`src/rtl/io_pkg.sv`:
```
// Shared I/O-window constants for the memory stage and the UART register map.
package io_pkg;

    // RAM address high byte that selects the I/O window
    localparam logic [7:0] IO_WINDOW_SEL = 8'hFE;

    localparam logic [7:0] UART_DATA   = 8'd0;
    localparam logic [7:0] UART_STATUS = 8'd1;

    localparam int unsigned ST_RX_NOT_EMPTY = 0;
    localparam int unsigned ST_TX_NOT_FULL  = 1;
    localparam int unsigned ST_RX_OVERRUN   = 2;
    localparam int unsigned ST_TX_OVERFLOW  = 3;
    localparam int unsigned ST_TX_IDLE      = 4;

    typedef struct packed {
        logic tx_idle;
        logic tx_overflow;
        logic rx_overrun;
        logic tx_not_full;
        logic rx_not_empty;
    } uart_status_t;

    function automatic logic [7:0] pack_status(input uart_status_t s);
        logic [7:0] v;
        v                  = '0;
        v[ST_RX_NOT_EMPTY] = s.rx_not_empty;
        v[ST_TX_NOT_FULL]  = s.tx_not_full;
        v[ST_RX_OVERRUN]   = s.rx_overrun;
        v[ST_TX_OVERFLOW]  = s.tx_overflow;
        v[ST_TX_IDLE]      = s.tx_idle;
        return v;
    endfunction

endpackage

```
`src/rtl/sync_fifo.sv`:
```
// Single-clock FIFO with wrap-bit pointers; push and pop may occur in the same cycle.
module sync_fifo #(
    parameter int unsigned WIDTH = 8,
    parameter int unsigned DEPTH = 4
) (
    input  logic             i_clk,
    input  logic             i_reset,
    input  logic             push_i,
    input  logic [WIDTH-1:0] data_i,
    input  logic             pop_i,
    output logic [WIDTH-1:0] head_o,
    output logic             full_o,
    output logic             empty_o
);

    localparam int unsigned AW = $clog2(DEPTH);

    logic [WIDTH-1:0] mem_q [DEPTH];
    logic [AW:0]      wr_q, wr_d;
    logic [AW:0]      rd_q, rd_d;
    logic             do_push;
    logic             do_pop;

    assign empty_o = (wr_q == rd_q);
    assign full_o  = (wr_q[AW] != rd_q[AW]) && (wr_q[AW-1:0] == rd_q[AW-1:0]);
    assign head_o  = mem_q[rd_q[AW-1:0]];

    // A pop on a full FIFO frees the slot the simultaneous push lands in;
    // a pop on an empty FIFO is ignored even if a push arrives that cycle.
    assign do_pop  = pop_i & ~empty_o;
    assign do_push = push_i & (~full_o | do_pop);

    always_comb begin
        wr_d = wr_q;
        rd_d = rd_q;
        if (do_push) begin
            wr_d = wr_q + (AW+1)'(1);
        end
        if (do_pop) begin
            rd_d = rd_q + (AW+1)'(1);
        end
    end

    always_ff @(posedge i_clk) begin
        if (i_reset) begin
            wr_q <= '0;
            rd_q <= '0;
        end else begin
            wr_q <= wr_d;
            rd_q <= rd_d;
        end
    end

    always_ff @(posedge i_clk) begin
        if (do_push) begin
            mem_q[wr_q[AW-1:0]] <= data_i;
        end
    end

endmodule

```
`src/rtl/io_uart.sv`:
```
// Memory-mapped 8N1 UART on the I/O window: DATA/STATUS registers, TX/RX FIFOs,
// serial shifters. Read data is driven through an active-low output enable.
module io_uart
    import io_pkg::*;
#(
    parameter int unsigned CLK_DIV    = 16,
    parameter int unsigned FIFO_DEPTH = 4,
    parameter logic [7:0]  BASE_ADDR  = 8'h00
) (
    input  logic       i_clk,
    input  logic       i_reset,
    input  logic       i_ioSelect,
    input  logic [7:0] i_ioAddress,
    input  logic       i_ioNOE,
    input  logic       i_ioNWE,
    input  logic [7:0] i_data,
    output logic [7:0] o_data,
    output logic       o_dataNOE,
    input  logic       i_rx,
    output logic       o_tx,
    output logic       o_irqN
);

    localparam int unsigned   CW          = $clog2(CLK_DIV);
    localparam logic [CW-1:0] BIT_LAST    = CW'(CLK_DIV - 1);
    localparam logic [CW-1:0] HALF_LAST   = CW'(CLK_DIV / 2 - 1);
    localparam logic [7:0]    DATA_ADDR   = BASE_ADDR + UART_DATA;
    localparam logic [7:0]    STATUS_ADDR = BASE_ADDR + UART_STATUS;

    localparam logic [1:0] S_IDLE  = 2'd0;
    localparam logic [1:0] S_START = 2'd1;
    localparam logic [1:0] S_DATA  = 2'd2;
    localparam logic [1:0] S_STOP  = 2'd3;

    logic       hit, data_sel, rd_en, wr_en, status_rd;
    logic       tx_push, tx_pop, tx_full, tx_empty;
    logic       rx_push, rx_pop, rx_full, rx_empty;
    logic [7:0] tx_head, rx_head, status;
    logic       tx_ovf_q, tx_ovf_d, rx_ovr_q, rx_ovr_d;

    logic [1:0]    tx_state_q, tx_state_d;
    logic [CW-1:0] tx_cnt_q, tx_cnt_d;
    logic [2:0]    tx_idx_q, tx_idx_d;
    logic [7:0]    tx_shift_q, tx_shift_d;
    logic          tx_q, tx_d;

    logic [1:0]    rx_sync_q;
    logic          rx_s;
    logic [1:0]    rx_state_q, rx_state_d;
    logic [CW-1:0] rx_cnt_q, rx_cnt_d;
    logic [2:0]    rx_idx_q, rx_idx_d;
    logic [7:0]    rx_shift_q, rx_shift_d;

    // A simultaneous write suppresses the read, so the RX FIFO is never popped by it.
    assign hit       = i_ioSelect & ((i_ioAddress == DATA_ADDR) | (i_ioAddress == STATUS_ADDR));
    assign data_sel  = (i_ioAddress == DATA_ADDR);
    assign wr_en     = hit & ~i_ioNWE;
    assign rd_en     = hit & ~i_ioNOE & i_ioNWE;
    assign status_rd = rd_en & ~data_sel;

    assign tx_push = wr_en & data_sel;
    assign rx_pop  = rd_en & data_sel & ~rx_empty;

    sync_fifo #(.WIDTH(8), .DEPTH(FIFO_DEPTH)) u_tx_fifo (
        .i_clk   (i_clk),
        .i_reset (i_reset),
        .push_i  (tx_push),
        .data_i  (i_data),
        .pop_i   (tx_pop),
        .head_o  (tx_head),
        .full_o  (tx_full),
        .empty_o (tx_empty)
    );

    sync_fifo #(.WIDTH(8), .DEPTH(FIFO_DEPTH)) u_rx_fifo (
        .i_clk   (i_clk),
        .i_reset (i_reset),
        .push_i  (rx_push),
        .data_i  (rx_shift_q),
        .pop_i   (rx_pop),
        .head_o  (rx_head),
        .full_o  (rx_full),
        .empty_o (rx_empty)
    );

    assign status = pack_status('{
        tx_idle:      tx_empty & (tx_state_q == S_IDLE),
        tx_overflow:  tx_ovf_q,
        rx_overrun:   rx_ovr_q,
        tx_not_full:  ~tx_full,
        rx_not_empty: ~rx_empty
    });

    always_comb begin
        o_data = '0;
        if (rd_en) begin
            if (data_sel) begin
                o_data = rx_empty ? 8'h00 : rx_head;
            end else begin
                o_data = status;
            end
        end
    end

    assign o_dataNOE = ~rd_en;
    assign o_irqN    = rx_empty;
    assign o_tx      = tx_q;

    // Set events win over the clear-on-STATUS-read in the same cycle.
    assign tx_ovf_d = (tx_push & tx_full & ~tx_pop) | (tx_ovf_q & ~status_rd);
    assign rx_ovr_d = (rx_push & rx_full & ~rx_pop) | (rx_ovr_q & ~status_rd);

    always_comb begin
        tx_state_d = tx_state_q;
        tx_cnt_d   = tx_cnt_q;
        tx_idx_d   = tx_idx_q;
        tx_shift_d = tx_shift_q;
        tx_d       = tx_q;
        tx_pop     = 1'b0;
        case (tx_state_q)
            S_IDLE: begin
                if (!tx_empty) begin
                    tx_pop     = 1'b1;
                    tx_shift_d = tx_head;
                    tx_cnt_d   = '0;
                    tx_d       = 1'b0;
                    tx_state_d = S_START;
                end
            end
            S_START: begin
                if (tx_cnt_q == BIT_LAST) begin
                    tx_cnt_d   = '0;
                    tx_idx_d   = '0;
                    tx_d       = tx_shift_q[0];
                    tx_state_d = S_DATA;
                end else begin
                    tx_cnt_d = tx_cnt_q + CW'(1);
                end
            end
            S_DATA: begin
                if (tx_cnt_q == BIT_LAST) begin
                    tx_cnt_d = '0;
                    if (tx_idx_q == 3'd7) begin
                        tx_d       = 1'b1;
                        tx_state_d = S_STOP;
                    end else begin
                        tx_idx_d   = tx_idx_q + 3'd1;
                        tx_shift_d = {1'b0, tx_shift_q[7:1]};
                        tx_d       = tx_shift_q[1];
                    end
                end else begin
                    tx_cnt_d = tx_cnt_q + CW'(1);
                end
            end
            default: begin
                if (tx_cnt_q == BIT_LAST) begin
                    tx_cnt_d = '0;
                    if (!tx_empty) begin
                        tx_pop     = 1'b1;
                        tx_shift_d = tx_head;
                        tx_d       = 1'b0;
                        tx_state_d = S_START;
                    end else begin
                        tx_state_d = S_IDLE;
                    end
                end else begin
                    tx_cnt_d = tx_cnt_q + CW'(1);
                end
            end
        endcase
    end

    assign rx_s = rx_sync_q[1];

    always_comb begin
        rx_state_d = rx_state_q;
        rx_cnt_d   = rx_cnt_q;
        rx_idx_d   = rx_idx_q;
        rx_shift_d = rx_shift_q;
        rx_push    = 1'b0;
        case (rx_state_q)
            S_IDLE: begin
                if (!rx_s) begin
                    rx_cnt_d   = '0;
                    rx_state_d = S_START;
                end
            end
            S_START: begin
                if (rx_cnt_q == HALF_LAST) begin
                    rx_cnt_d   = '0;
                    rx_idx_d   = '0;
                    rx_state_d = rx_s ? S_IDLE : S_DATA;
                end else begin
                    rx_cnt_d = rx_cnt_q + CW'(1);
                end
            end
            S_DATA: begin
                if (rx_cnt_q == BIT_LAST) begin
                    rx_cnt_d   = '0;
                    rx_shift_d = {rx_s, rx_shift_q[7:1]};
                    if (rx_idx_q == 3'd7) begin
                        rx_state_d = S_STOP;
                    end else begin
                        rx_idx_d = rx_idx_q + 3'd1;
                    end
                end else begin
                    rx_cnt_d = rx_cnt_q + CW'(1);
                end
            end
            default: begin
                if (rx_cnt_q == BIT_LAST) begin
                    rx_cnt_d   = '0;
                    rx_push    = rx_s;
                    rx_state_d = S_IDLE;
                end else begin
                    rx_cnt_d = rx_cnt_q + CW'(1);
                end
            end
        endcase
    end

    always_ff @(posedge i_clk) begin
        if (i_reset) begin
            tx_state_q <= S_IDLE;
            tx_cnt_q   <= '0;
            tx_idx_q   <= '0;
            tx_shift_q <= '0;
            tx_q       <= 1'b1;
            rx_sync_q  <= '1;
            rx_state_q <= S_IDLE;
            rx_cnt_q   <= '0;
            rx_idx_q   <= '0;
            rx_shift_q <= '0;
            tx_ovf_q   <= 1'b0;
            rx_ovr_q   <= 1'b0;
        end else begin
            tx_state_q <= tx_state_d;
            tx_cnt_q   <= tx_cnt_d;
            tx_idx_q   <= tx_idx_d;
            tx_shift_q <= tx_shift_d;
            tx_q       <= tx_d;
            rx_sync_q  <= {rx_sync_q[0], i_rx};
            rx_state_q <= rx_state_d;
            rx_cnt_q   <= rx_cnt_d;
            rx_idx_q   <= rx_idx_d;
            rx_shift_q <= rx_shift_d;
            tx_ovf_q   <= tx_ovf_d;
            rx_ovr_q   <= rx_ovr_d;
        end
    end

endmodule

```
`config.mk`:
```
export PLATFORM = sky130hd
export DESIGN_NAME = io_uart
export DESIGN_NICKNAME = d
export VERILOG_FILES = /design/src/rtl/io_pkg.sv /design/src/rtl/sync_fifo.sv /design/src/rtl/io_uart.sv
export SDC_FILE = /design/constraint.sdc
export NUM_CORES = 1
export LEC_CHECK = 0
export ABC_CLOCK_PERIOD_IN_PS = 3100
export BUFFER_PORTS_ARGS = -buffer_cell sky130_fd_sc_hd__buf_2
export CORE_ASPECT_RATIO = 1.25
export CORE_MARGIN = 1.5
export CORE_UTILIZATION = 60
export DETAILED_ROUTE_END_ITERATION = 16
export HOLD_SLACK_MARGIN = 0.15
export PLACE_DENSITY = 0.89
export SLEW_MARGIN = 25
export SYNTH_ARGS = -nofsm -noshare
export SYNTH_HDL_FRONTEND = slang
export SYNTH_HIERARCHICAL = 1
export SYNTH_SLANG_ARGS = --single-unit
```
`constraint.sdc`:
```
create_clock -name i_clk -period 3.1 [get_ports i_clk]
set_input_delay 0.31 -clock i_clk [delete_from_list [all_inputs] [get_ports i_clk]]
set_output_delay 0.31 -clock i_clk [all_outputs]
set_load 0.005 [all_outputs]
```
==> summary.txt <==
Timing
  • Final Slew Violations: 0
  • Clock skew: between 0.01 and 0.015 ns
  • Min cycle time layout: 2.70 ns
  • Worst-Margin Slew: roughly 1 ns
  • RSZ-0062 raised after global routing: false
  • Count of final hold-check violations: 0
  • Final Setup Violations: 0
  • Setup_tns: 0 ns
  • Tcrit/Tclk final: 0.871
  • Slew headroom: 0.341
  • Max Fclk: roughly 370 MHz

CTS
  • Clk slew on worst S/H paths: around 0.06 ns
  • TritonCTS clock tree: done
  • Worst-skew pair later-pin latency: approximately 0.53 ns
  • Root buf cell: clkbuf_8
  • Clock sinks: 119
  • Postcts setup bufs: 0
  • CTS buffer count: 17
  • CTS H-tree depth: 4
  • Hold buffers post-CTS: 9
  • Clock Tree Buf Depth: 2
  • Post-CTS sizing: 0

Setup path
  • Number of buffers and inverters on the critical path: 1
  • Cell family with most CP delay: simple AND/OR/NAND/NOR gates
  • Crit start category: register
  • CP cell instances: ha_1, and3_1, mux2i_1, nor2_1, inv_1, a41oi_2, and2_1
  • Worst EP required: 3.27 ns
  • Crit path largest cell delay: roughly 0.48 ns
  • Worst EP arrival: 2.87 ns
  • Setup CP Type: register to register
  • Critical-path top delay cell: and2_1
  • CP max FO: 8
  • CP Capture Type: register

Layout
  • Share of layout cells above drive strength 1: 0.228
  • Most common cell after layout, fill and taps aside: edfxtp_1
  • Commonest non-fill, non-tap cells in the layout: edfxtp_1 (64), dfxtp_1 (55), nor2_1 (44)
  • Area Growth Syn to Fin: 17.2%
  • Fin nets: roughly 500
  • Final Instance Count excl. Fillers: between 500 and 600
  • N_diodes: 0
  • Utilization after layout: 0.730

Placed design
  • Final HPWL DP: between 7 and 8 mm
  • Placed cell count: approximately 550
  • Number of I/O port buffers: 32
  • Gpl congestion: just over 0.8

Floorplan
  • Num rows: 38
  • Die X: roughly 88 um
  • Die area: 0.00966 mm^2
  • Chip height: 110 um
  • Core Box Area: ~0.0087 mm^2
  • Ports: 33
  • Initial Util: 0.623

GRT
  • Global-route wire length before repair: between 15 and 20 mm
  • Largest net degree at the start of global routing: 54
  • Tot GR Track Use: 0.257
  • Vias in the first global route: 3553
  • GR Overflow Total: 0
  • Initial antenna violation count: 0

Logic synthesis
  • Ys flop type: edfxtp_1
  • Syn_area_per_cell: 13.1 um^2
  • Gate Count Post-Synth: 417
  • Largest cells by area after synthesis: edfxtp_1 (35%), dfxtp_1 (20%), mux4_2 (6.6%)
  • Register area share after synthesis: 0.555
  • Async SR Flop Fraction: 0
  • Synth top area share: 0.353
  • Synth unique cells: 62
  • Yosys Warn Count: 6
  • Synth Cell Area: 0.00545 mm^2
  • Synth area leader: edfxtp_1
  • Synthesized net count: 459
  • Flops & latches, synth: around 120
  • Number of flops mapped to enable cells by yosys: 64

Power and ir drop
  • Cell Pwr Density: 654 mW/mm^2
  • Worst vdd ir: roughly 0.00048 V
  • Static Leak: between 2 and 2.5 nW

Routing
  • Total wire length: ~11 mm
  • Iter 0 DRT Violations: 240
  • DRC Markers: 0
  • DR vias/cell: between 6 and 7
  • DR pass1 iterations: 5
  • Antenna Violating Nets Remaining: 0
  • Routed vias: about 3600
  • DR WL/cell: 19.3 um

Run status
  • Run status: finished, final reports clean

Flow run
  • MaxCap Viol Count: 0

Min path
  • Hold crit path type: primary input to register
[path summary, 6_finish.rpt]
kind | start | end | slack (ns) | cells past startpoint
worst max register to register | tx_cnt_q[0] | u_tx_fifo/mem_q[1][7] | 0.40 | 7
worst min-delay path | i_ioAddress[0] | tx_ovf_q | 0.24 | 4
worst max-delay path | tx_cnt_q[0] | u_tx_fifo/mem_q[1][7] | 0.40 | 7
worst min register to register | rx_sync_q[0] | rx_sync_q[1] | 0.43 | 1
[worst min-delay path: cells and delay by family]
family,cells,cell delay (ns)
compound gates,2,0.22
buf+inv,2,0.19
[cells in the mapped netlist, types with 7 or more instances]
library cell and count:
nor2b_1 7, nor2_1 44, clkbuf_1 7, edfxtp_1 64, mux4_2 16, a22o_1 7, o21ai_0 7, ha_1 20
nand2b_1 12, mux2i_1 22, dfxtp_1 55, and2_1 9, nand2_1 11, a21oi_1 10, inv_1 18
[flip-flops by register name (all words and copies together) (netlist names), 2 cells and up, named ones only]
signal and flops:
tx_idx_q 3, rx_sync_q 2, u_rx_fifo/mem_q 32, tx_cnt_q 4, rx_shift_q 8, tx_shift_q 8, u_rx_fifo/wr_q 3, u_tx_fifo/mem_q 32
tx_state_q 2, rx_state_q 2, u_tx_fifo/rd_q 3, u_tx_fifo/wr_q 3, rx_cnt_q 4, u_rx_fifo/rd_q 3, rx_idx_q 3
[area by class of cell]
class | instances | area, um^2
Multi-Input combinational cell | 261 | 2270
Clock inverter | 14 | 183
Timing Repair Buffer | 44 | 273
Fill cell | 548 | 2360
Sequential cell | 119 | 3020
Tap cell | 120 | 150
Inverter | 18 | 67.6
Clock buffer | 18 | 418
[layer usage]
metal,routed length (um),global-route usage,vias up
met2,5820,0.426,149
met3,713,0.0706,28
met4,315,0.113,0
met5,0,0,-
li1,-,-,1653
met1,4600,0.315,1735
[through the flow]
step                hold slack [ns]  worst slack, ns  power (mW)  area [um^2]
floorplan                     0.389            0.874        2.09         5450
global placement              0.398            0.642        2.16         5690
detailed placement            0.407            0.488        2.18         5690
CTS                           0.236            0.386        4.19         6380
global route                  0.306            0.213        4.30         6380
finish                        0.243            0.399        4.17         6380
[kinds of logic after synthesis]
kind of cell,after synthesis,synth area share
AO/OA/AOI/OAI,60,0.0930
XOR/XNOR,11,0.0260
adder cells (fa/ha/maj),20,0.0459
buffers and inverters,37,0.0285
flip-flops,119,0.555
multiplexers,48,0.129
AND/OR/NAND/NOR,122,0.123
[where the power goes]
group          total, mW  leakage, nW  internal [mW]  switching (mW)
Combinational      0.426        0.956          0.182           0.244
Clock               1.99        0.286           1.29           0.697
Sequential          1.76         1.03           1.70          0.0516
Note: power is estimated with default switching activity, not from simulation.
